$ cat config.mk
export PLATFORM = sky130hd
export DESIGN_NAME = mux_arbiter_flat
export DESIGN_NICKNAME = d
export VERILOG_FILES = /design/src/rtl/mux_arbiter_if.sv /design/src/rtl/mux_arbiter.sv /design/src/flat_wrapper.sv
export SDC_FILE = /design/constraint.sdc
export NUM_CORES = 1
export LEC_CHECK = 0
export CAP_MARGIN = 15
export CORE_MARGIN = 2
export CORE_UTILIZATION = 45
export CTS_CLUSTER_DIAMETER = 120
export DETAILED_ROUTE_END_ITERATION = 10
export GPL_TIMING_DRIVEN = 1
export PLACE_DENSITY = 0.78
export SYNTH_ARGS = -nofsm -noshare
export SYNTH_HDL_FRONTEND = slang
export SYNTH_SLANG_ARGS = --single-unit
$ cat constraint.sdc
create_clock -name clk -period 1.9 [get_ports clk]
set_input_delay 0.475 -clock clk [delete_from_list [all_inputs] [get_ports clk]]
set_output_delay 0.475 -clock clk [all_outputs]
set_load 0.005 [all_outputs]
$ cat src/rtl/mux_arbiter_if.sv
// Bus between two requesters and the mux_arbiter.
// Requesters drive req/data. The arbiter returns acks, the mux select,
// the registered mux result and status.
interface mux_arbiter_if #(
  parameter int WIDTH = 4,
  parameter int CNT_W = 8
);
  logic             req_a;
  logic [WIDTH-1:0] data_a;
  logic             req_b;
  logic [WIDTH-1:0] data_b;
  logic             ack_a;
  logic             ack_b;
  logic             sel;
  logic [WIDTH-1:0] chosen;
  logic             out_valid;
  logic             busy;
  logic [CNT_W-1:0] txn_count;

  // Requester side: raises requests and presents operands.
  modport master (
    output req_a, data_a, req_b, data_b,
    input  ack_a, ack_b, sel, chosen, out_valid, busy, txn_count
  );

  // Arbiter side: consumes requests and returns the transfer result.
  modport slave (
    input  req_a, data_a, req_b, data_b,
    output ack_a, ack_b, sel, chosen, out_valid, busy, txn_count
  );
endinterface

$ cat src/rtl/mux_arbiter.sv
// Two-requester round-robin arbiter driving a shared, registered 2:1 mux.
// A grant lasts exactly one cycle. On the edge that leaves the grant, the
// mux result is captured and the owner is acked. So one transfer completes
// at most every two cycles.
module mux_arbiter #(
  parameter int WIDTH = 4,
  parameter int CNT_W = 8
) (
  input  logic          clk,
  input  logic          resetn,
  mux_arbiter_if.slave  bus
);

  typedef enum logic [1:0] {
    IDLE    = 2'd0,
    GRANT_A = 2'd1,
    GRANT_B = 2'd2
  } state_t;

  // Identity of a requester. It is used both for last_grant and for the
  // mux select, whose encoding is 0 = A and 1 = B.
  typedef enum logic {
    OWNER_A = 1'b0,
    OWNER_B = 1'b1
  } owner_t;

  state_t           state_q, state_d;
  owner_t           last_grant_q;
  logic             sel_q, sel_d;
  logic [WIDTH-1:0] chosen_q;
  logic             out_valid_q;
  logic             ack_a_q;
  logic             ack_b_q;
  logic [CNT_W-1:0] txn_count_q;
  logic             leaving_grant;

  // A grant never lasts more than one cycle, so every GRANT state is left
  // on the very next edge. A dropped request cannot revoke it.
  assign leaving_grant = (state_q != IDLE);

  // Next-state and select decode: round-robin only on a tie in IDLE.
  // NOTE: every output of this block gets a default first, so no path
  // leaves a variable unassigned and no latch is inferred.
  always_comb begin
    state_d = state_q;
    sel_d   = sel_q;
    unique case (state_q)
      IDLE: begin
        if (bus.req_a && bus.req_b) begin
          // The requester that was not served last wins the tie.
          if (last_grant_q == OWNER_A) begin
            state_d = GRANT_B;
            sel_d   = OWNER_B;
          end else begin
            state_d = GRANT_A;
            sel_d   = OWNER_A;
          end
        end else if (bus.req_a) begin
          state_d = GRANT_A;
          sel_d   = OWNER_A;
        end else if (bus.req_b) begin
          state_d = GRANT_B;
          sel_d   = OWNER_B;
        end
      end
      GRANT_A: state_d = IDLE;
      GRANT_B: state_d = IDLE;
      default: state_d = IDLE;
    endcase
  end

  // State register and mux select. The select holds its value through IDLE.
  // NOTE: sequential state uses non-blocking assignments only, so every
  // flop samples values from before the edge, whatever the statement order.
  always_ff @(posedge clk or negedge resetn) begin
    if (!resetn) begin
      state_q <= IDLE;
      sel_q   <= 1'b0;
    end else begin
      state_q <= state_d;
      sel_q   <= sel_d;
    end
  end

  // Transfer completion: capture the mux result, pulse valid and ack,
  // count the transfer, and remember who was served.
  // A reset during a grant clears everything before this edge is reached,
  // so an aborted transfer produces no ack and no count.
  always_ff @(posedge clk or negedge resetn) begin
    if (!resetn) begin
      last_grant_q <= OWNER_B;
      chosen_q     <= '0;
      out_valid_q  <= 1'b0;
      ack_a_q      <= 1'b0;
      ack_b_q      <= 1'b0;
      txn_count_q  <= '0;
    end else begin
      out_valid_q <= leaving_grant;
      ack_a_q     <= (state_q == GRANT_A);
      ack_b_q     <= (state_q == GRANT_B);
      if (leaving_grant) begin
        chosen_q     <= sel_q ? bus.data_b : bus.data_a;
        txn_count_q  <= txn_count_q + CNT_W'(1);
        last_grant_q <= (state_q == GRANT_B) ? OWNER_B : OWNER_A;
      end
    end
  end

  assign bus.sel       = sel_q;
  assign bus.busy      = (state_q != IDLE);
  assign bus.chosen    = chosen_q;
  assign bus.out_valid = out_valid_q;
  assign bus.ack_a     = ack_a_q;
  assign bus.ack_b     = ack_b_q;
  assign bus.txn_count = txn_count_q;

endmodule

$ cat src/flat_wrapper.sv
// flat-port wrapper written by rule: the top's interface ports become plain ports
module mux_arbiter_flat 
#(
  parameter int WIDTH = 4,
  parameter int CNT_W = 8
)
  (clk, resetn, bus_req_a, bus_data_a, bus_req_b, bus_data_b, bus_ack_a, bus_ack_b, bus_sel, bus_chosen, bus_out_valid, bus_busy, bus_txn_count);
  mux_arbiter_if #(.WIDTH(WIDTH), .CNT_W(CNT_W)) bus_i ();
  input  logic clk;
  input  logic resetn;
  input wire logic [$bits(bus_i.req_a)-1:0] bus_req_a;
  input wire logic [$bits(bus_i.data_a)-1:0] bus_data_a;
  input wire logic [$bits(bus_i.req_b)-1:0] bus_req_b;
  input wire logic [$bits(bus_i.data_b)-1:0] bus_data_b;
  output wire logic [$bits(bus_i.ack_a)-1:0] bus_ack_a;
  output wire logic [$bits(bus_i.ack_b)-1:0] bus_ack_b;
  output wire logic [$bits(bus_i.sel)-1:0] bus_sel;
  output wire logic [$bits(bus_i.chosen)-1:0] bus_chosen;
  output wire logic [$bits(bus_i.out_valid)-1:0] bus_out_valid;
  output wire logic [$bits(bus_i.busy)-1:0] bus_busy;
  output wire logic [$bits(bus_i.txn_count)-1:0] bus_txn_count;
  assign bus_i.req_a = bus_req_a;
  assign bus_i.data_a = bus_data_a;
  assign bus_i.req_b = bus_req_b;
  assign bus_i.data_b = bus_data_b;
  assign bus_ack_a = bus_i.ack_a;
  assign bus_ack_b = bus_i.ack_b;
  assign bus_sel = bus_i.sel;
  assign bus_chosen = bus_i.chosen;
  assign bus_out_valid = bus_i.out_valid;
  assign bus_busy = bus_i.busy;
  assign bus_txn_count = bus_i.txn_count;
  mux_arbiter #(.WIDTH(WIDTH), .CNT_W(CNT_W)) u_core (.clk(clk), .resetn(resetn), .bus(bus_i));
endmodule
==> summary.md, run 1 <==
| Metric | Value |
|---|---|
| Worst Hold Class | `in2async` |
| Mapped Area | `763 sq um` |
| Layout Nets | `109` |
| I/O pins | `29` |
| Wirelength, routed | `1290 um` |
| Sw Ratio | `31.0%` |
| Initial core utilization | `49.5%` |
| Worst Tran Pin Value | `0.395 ns` |
| Most frequent cells in the layout | `clkdlybuf4s50_1, dfrtp_1, nand2_1, xnor2_1` |
| Total gr overflow | `0` |
| Max stage delay on crit path | `0.55 ns` |
| Post-layout min period | `1.80 ns` |
| ANT cells | `0` |
| Port Buf Inserts | `28` |
| Final setup skew | `0.00173 ns` |
| DR vias | `556` |
| Slew Limit Fails | `0` |
| Worst Path Max Fanout | `6` |
| Rel. slew slack | `73.6%` |
| Clock latency on the worst-skew pair | `0.28 ns` |
| Vias in the first global route | `537` |
| GRT Resource Usage Total | `14.7%` |
| Synthesized instance count | `62` |
| Area growth from synthesis to layout | `44.6%` |
| Distinct cells, synth | `20` |
| Clock slew at reported path FFs | `0.10 ns` |
| H-Tree Depth | `1` |
| Row cnt | `14` |
| Largest net degree at the start of global routing | `13` |
| Final Instance Area | `1100 sq um` |
| VDD IR max | `0.735 mV` |
| Setup TNS | `0 ns` |
| Cells along the critical path | `clkdlybuf4s50_1` |
| Largest family of logic cells by synthesized area | `simple AND/OR/NAND/NOR gates` |
| Status | `complete, no violations` |
| PwrDens | `1420 nW/um^2` |
| Crit path kind | `reg2out` |
| RSZ-0062 raised after global routing | `no` |
| Layout cells sized above 1 | `11.6%` |
| Die Y | `45.2 um` |
| Clk root buf | `clkbuf_4` |
| LEAKAGE | `0.514 nW` |
| Crit path buffers/inverters | `1` |
| Syn Area/Cell | `12.3 sq um` |
| Internal power | `1.08 mW` |
| Wirelength per Cell | `11.6 um` |
| Period utilisation layout | `94.7%` |
| Critical Path Slowest Stage Cell | `clkdlybuf4s50_1` |
| Compound-gate portion of the synthesized area | `5.25%` |
| CTS buffer count | `3` |
| Post-synthesis sequential element count | `19` |
| Clk pwr share | `12.3%` |
| Die W | `45.2 um` |
| Register area share after synthesis | `62.5%` |
| Post-Synth Simple-Gate Area | `13.3%` |
| Most common cell after layout, fill and taps aside | `clkdlybuf4s50_1` |
| Crit path max-delay family | `buffers and inverters` |
| DR pass1 iterations | `4` |
| Core Area | `1540 sq um` |
| Post-DRT Antenna Nets | `0` |
| Synth Area in XOR/XNOR | `8.03%` |
| Clock Sinks | `19` |
| Syn nets | `75` |
| Startpoint Class | `register` |
| CP arrival | `1.33 ns` |
| Worst setup path startpoint | `u_core.bus.sel$_DFFE_PN0P_` |
| CP Data Required Time | `1.42 ns` |
| Syn. warnings | `0` |
| Vias/cell | `5.01` |
| Fmax | `556 MHz` |
| R2r startpoint | `u_core.bus.txn_count[0]$_DFFE_PN0N_` |
| Switching power | `0.486 mW` |
| CTS Buffer Depth | `2` |
| Final core utilization | `71.6%` |
| Placed cell areas | `1070 sq um` |
| HPWL Detailed | `1020 um` |
| Share of power burned in registers | `46.2%` |
| MaxCap Viol Count | `0` |
| Initial DRC count | `3` |
| Drt drc | `0` |
| Comb pwr share | `41.5%` |
| Final Hold Viols | `0` |
| First-pass GRT wire length | `2170 um` |
| Die area | `2040 sq um` |
| CTS tree | `yes` |
| Final setup fails | `0` |
| Post-synthesis mux area share | `7.21%` |
| Post-Synth Adder-Cell Area | `1.64%` |
| RePlAce Congestion | `0.691` |
| Antenna violations before repair | `0` |
| CP endpoint kind | `primary output` |
| Hold buffers post-CTS | `0` |
-- flip-flops by register name (all words and copies together) (netlist names) --
register / count
u_core.bus.ack_a: 1
u_core.bus.txn_count: 8
u_core.last_grant_q: 1
u_core.bus.chosen: 4
u_core.bus.ack_b: 1
u_core.bus.out_valid: 1
u_core.state_q: 2
u_core.bus.sel: 1
-- layer usage --
metal | share of wire [%] | vias to the layer above | track usage [%]
li1 | - | 275 | -
met1 | 44 | 258 | 18.1
met2 | 49 | 23 | 25.7
met3 | 6.9 | 0 | 2.40
met4 | 0 | 0 | 5.29
met5 | 0 | - | 0
-- repair_timing --
action | in CTS | in global routing
resized for setup | 0 | 1
setup endpoints to repair | 0 | 1
buffers inserted | 0 | 1
-- worst paths after layout --
check | cells past startpoint | endpoint | slack (ns)
hold / removal | 1 | u_core.bus.ack_a$_DFF_PN0_ | 0.47
min in group clk | 1 | u_core.bus.txn_count[7]$_DFFE_PN0N_ | 0.48
setup reg to reg | 2 | u_core.bus.txn_count[1]$_DFFE_PN0N_ | 0.78
hold reg to reg | 1 | u_core.bus.txn_count[7]$_DFFE_PN0N_ | 0.48
max in group asynchronous | 2 | u_core.bus.txn_count[2]$_DFFE_PN0N_ | 0.95
setup / recovery | 1 | bus_sel | 0.1
-- power by group through the flow --
stage / Combinational, mW / Sequential, mW / Clock [mW]
2_1_floorplan: 0.299 / 0.713 / 0
3_3_place_gp: 0.638 / 0.733 / 0
3_5_place_dp: 0.646 / 0.738 / 0
4_1_cts: 0.651 / 0.729 / 0.198
5_1_grt: 0.716 / 0.755 / 0.213
6_report: 0.650 / 0.724 / 0.194
-- cell type report --
type                            instances  area [sq um]
Multi-Input combinational cell         40           270
Timing Repair Buffer                   31           305
Sequential cell                        19           477
Fill cell                             120           438
Clock inverter                          1          5.00
Inverter                                1          3.75
Tap cell                               16          20.0
Clock buffer                            3          22.5
-- cell usage after synthesis (all sizes together) --
| cell type | count | share of area (%) |
|---|---|---|
| clkbuf | 1 | 0.66 |
| buf | 1 | 0.98 |
| mux2i | 4 | 5.2 |
| mux2 | 1 | 2.0 |
| o21ai | 4 | 2.6 |
| nor2 | 4 | 2.3 |
| dfstp | 1 | 3.4 |
| ha | 1 | 1.6 |
| nand2 | 7 | 3.4 |
| inv | 1 | 0.49 |
| and2b | 1 | 0.98 |
| nor2b | 1 | 0.82 |
| a21oi | 2 | 1.3 |
| and3 | 2 | 1.6 |
| o211a | 1 | 1.3 |
| xnor2 | 7 | 8.0 |
| nand2b | 1 | 0.82 |
| dfrtp | 18 | 59 |
| nand4 | 4 | 3.3 |
-- stage by stage --
step	power, mW	setup WS, ns	hold slack, ns	cells
finish	1.57	0.0998	0.471	111
global route	1.68	0.0414	0.498	111
CTS	1.58	0.0286	0.483	110
detailed placement	1.38	0.353	0.464	106
global placement	1.37	0.381	0.448	106
floorplan	1.01	0.794	0.179	62
-- kinds of logic (layout without fill, tap and decap cells) --
| family | count (synthesis) | in the layout |
|---|---|---|
| flip-flops | 19 | 19 |
| XOR/XNOR | 7 | 7 |
| AND/OR/NAND/NOR | 20 | 20 |
| AO/OA/AOI/OAI | 7 | 7 |
| adder cells (fa/ha/maj) | 1 | 1 |
| multiplexers | 5 | 5 |
| buffers and inverters | 3 | 36 |
(Power assumes the default switching activity.)
==> inputs of run 2 (changes only) <==
CORE_UTILIZATION = 42   (was 45)
PLACE_DENSITY = 0.73   (was 0.78)
clock period = 2.04 ns   (was 1.9 ns; I/O delays follow)
==> run 2 against run 1 <==
  * First-iteration DRC count is 33% higher
  * Sequential power down 6.6%
  * Clock skew is 0.0013 ns higher
  * Hold slack improved by 0.0039 ns
  * Global-route usage up 0.73 points
  * Non-clock buffer count down 1
  * Final cell count increased by 7.2%
  * Design area is the same
==> summary.md, run 2 (synthesis results as in run 1) <==
| Metric | Value |
|---|---|
| Status | `complete, no violations (unchanged)` |
| Wirelength, routed | `1350 um (was 1290 um)` |
| Max FFs per register | `8 (unchanged)` |
| Clk root buf | `clkbuf_4 (unchanged)` |
| Initial core utilization | `44.2% (was 49.5%)` |
| Internal power | `1.01 mW (was 1.08 mW)` |
| Wirelength per Cell | `11.3 um (was 11.6 um)` |
| CTS Buffer Depth | `2 (unchanged)` |
| Multi-input gate area | `270 sq um (unchanged)` |
| Crit path buffers/inverters | `2 (was 1)` |
| Antenna violations before repair | `0 (unchanged)` |
| Final setup fails | `0 (unchanged)` |
| GR met2 Demand/Resource | `23.1% (was 25.7%)` |
| Worst slack at placement | `0.453 ns (was 0.353 ns)` |
| Total gr overflow | `0 (unchanged)` |
| Fmax | `527 MHz` |
| Slew Limit Fails | `0 (unchanged)` |
| Cells along the critical path | `nor2_2, inv_2, clkdlybuf4s50_1 (was clkdlybuf4s50_1)` |
| RSZ-0062 raised after global routing | `no (unchanged)` |
| ANT cells | `0 (unchanged)` |
| Sw Ratio | `30.9% (was 31.0%)` |
| VDD IR max | `0.713 mV (was 0.735 mV)` |
| PwrDens | `1320 nW/um^2 (was 1420 nW/um^2)` |
| Die area | `2170 sq um (was 2040 sq um)` |
| CTS tree | `yes (unchanged)` |
| Number of fill cells | `147 (was 120)` |
| DR pass1 iterations | `4 (unchanged)` |
| Initial DRC count | `4 (was 3)` |
| Port Buf Inserts | `28 (unchanged)` |
| GRT Resource Usage Total | `15.4% (was 14.7%)` |
| Most used routing layer | `met2 (unchanged)` |
| Critical Path Slowest Stage Cell | `clkdlybuf4s50_1 (unchanged)` |
| Rel. slew slack | `73.6% (about the same)` |
| Max stage delay on crit path | `0.45 ns (was 0.55 ns)` |
| First-pass GRT wire length | `2240 um (was 2170 um)` |
| H-Tree Depth | `1 (unchanged)` |
| Setup ws final | `0.141 ns (was 0.0998 ns)` |
| Core Area | `1730 sq um (was 1540 sq um)` |
| Worst Hold Class | `reg2reg (was in2async)` |
| Final setup skew | `0.00305 ns (was 0.00173 ns)` |
| Switching power | `0.451 mW (was 0.486 mW)` |
| Layout Nets | `108 (was 109)` |
| Area growth from synthesis to layout | `44.6% (unchanged)` |
| Total power | `1.46 mW (was 1.57 mW)` |
| Crit path max-delay family | `buffers and inverters (unchanged)` |
| Crit path kind | `reg2out (unchanged)` |
| Worst Tran Pin Value | `0.395 ns (about the same)` |
| Post-DRT Antenna Nets | `0 (unchanged)` |
| Share of power burned in registers | `46.4% (was 46.2%)` |
| CP Data Required Time | `1.53 ns (was 1.42 ns)` |
| LEAKAGE | `0.495 nW (was 0.514 nW)` |
| Vias in the first global route | `509 (was 537)` |
| Layout cells sized above 1 | `9.57% (was 11.6%)` |
| Die Y | `46.6 um (was 45.2 um)` |
| Final Hold Viols | `0 (unchanged)` |
| Largest net degree at the start of global routing | `13 (unchanged)` |
| Startpoint Class | `register (unchanged)` |
| Vias/cell | `4.57 (was 5.01)` |
| Met3 GRT Util | `3.14% (was 2.40%)` |
| Comb pwr share | `41.2% (was 41.5%)` |
| Met1 GRT Util | `20.1% (was 18.1%)` |
| Setup TNS | `0 ns (unchanged)` |
| Clk pwr share | `12.4% (was 12.3%)` |
| Setup Buffers After CTS | `0 (unchanged)` |
| Hold buffers post-CTS | `0 (unchanged)` |
| R2R setup slack | `0.92 ns (was 0.78 ns)` |
| Seq. cell area | `477 sq um (unchanged)` |
| Most common cell after layout, fill and taps aside | `clkdlybuf4s50_1 (unchanged)` |
| HPWL Detailed | `1040 um (was 1020 um)` |
| Clock latency on the worst-skew pair | `0.29 ns (was 0.28 ns)` |
| Row cnt | `15 (was 14)` |
| CTS buffer count | `3 (unchanged)` |
| CP arrival | `1.39 ns (was 1.33 ns)` |
| MaxCap Viol Count | `0 (unchanged)` |
| Most frequent cells in the layout | `clkdlybuf4s50_1, dfrtp_1, nand2_1, xnor2_1 (unchanged)` |
| Clock slew at reported path FFs | `0.10 ns (about the same)` |
| Clock Sinks | `19 (unchanged)` |
| Period utilisation layout | `93.1%` |
| Worst Path Max Fanout | `5 (was 6)` |
| RePlAce Congestion | `0.749 (was 0.691)` |
| Post-cts sizing count | `0 (unchanged)` |
| Post-layout min period | `1.90 ns` |
| I/O pins | `29 (unchanged)` |
| DR vias | `544 (was 556)` |
| Die W | `46.6 um (was 45.2 um)` |
| CP endpoint kind | `primary output (unchanged)` |
| Drt drc | `0 (unchanged)` |
==> run 2: cell type report <==
| class | count | area share, % |
|---|---|---|
| clock buffers | 4 | 2.38 |
| inverters | 1 | 0.340 |
| multi-input cells | 40 | 24.5 |
| flip-flops and latches | 19 | 43.2 |
| well taps | 25 | 2.83 |
| repair buffers | 30 | 26.8 |
==> run 2: path summary, 6_finish.rpt <==
kind	startpoint	endpoint	depth (start not counted)
worst max-delay path	u_core.state_q[0]$_DFFE_PN0P_	bus_busy	3
worst min-delay path	u_core.state_q[0]$_DFFE_PN0P_	u_core.last_grant_q$_DFFE_PN1N_	1
worst max register to register	u_core.bus.txn_count[0]$_DFFE_PN0N_	u_core.bus.txn_count[1]$_DFFE_PN0N_	2
worst min register to register	u_core.state_q[0]$_DFFE_PN0P_	u_core.last_grant_q$_DFFE_PN1N_	1
max in group asynchronous	resetn	u_core.bus.txn_count[5]$_DFFE_PN0N_	2
min in group asynchronous	resetn	u_core.bus.ack_b$_DFF_PN0_	1
==> run 2: metrics by stage <==
| step | std cells | instance area, sq um | utilization [%] | hold slack [ns] |
|---|---|---|---|---|
| finish | 119 | 1100 | 63.9 | 0.475 |
| global route | 119 | 1100 | 63.9 | 0.497 |
| CTS | 119 | 1100 | 63.9 | 0.481 |
| detailed placement | 115 | 1080 | 62.4 | 0.467 |
| global placement | 115 | 1080 | 62.4 | 0.449 |
| floorplan | 62 | 763 | - | 0.214 |
==> run 2: routing by layer <==
layer,up-vias,share of wire [%]
li1,278,-
met1,246,47
met2,20,47
met3,0,6.8
met4,0,0
met5,-,0
==> run 2: power groups by stage <==
stage | Combinational, mW | Clock (mW) | Sequential, mW
after global routing | 0.678 | 0.212 | 0.708
after detailed placement | 0.608 | 0 | 0.685
after global placement | 0.598 | 0 | 0.683
final | 0.601 | 0.181 | 0.676
after floorplan | 0.278 | 0 | 0.664
after CTS | 0.610 | 0.192 | 0.682
==> inputs of run 3 (changes only) <==
CAP_MARGIN = 10   (was 15)
TNS_END_PERCENT = 10   (was not set)
==> results of run 3 <==
No change in the layout: final DEF, timing and power equal those of run 2.
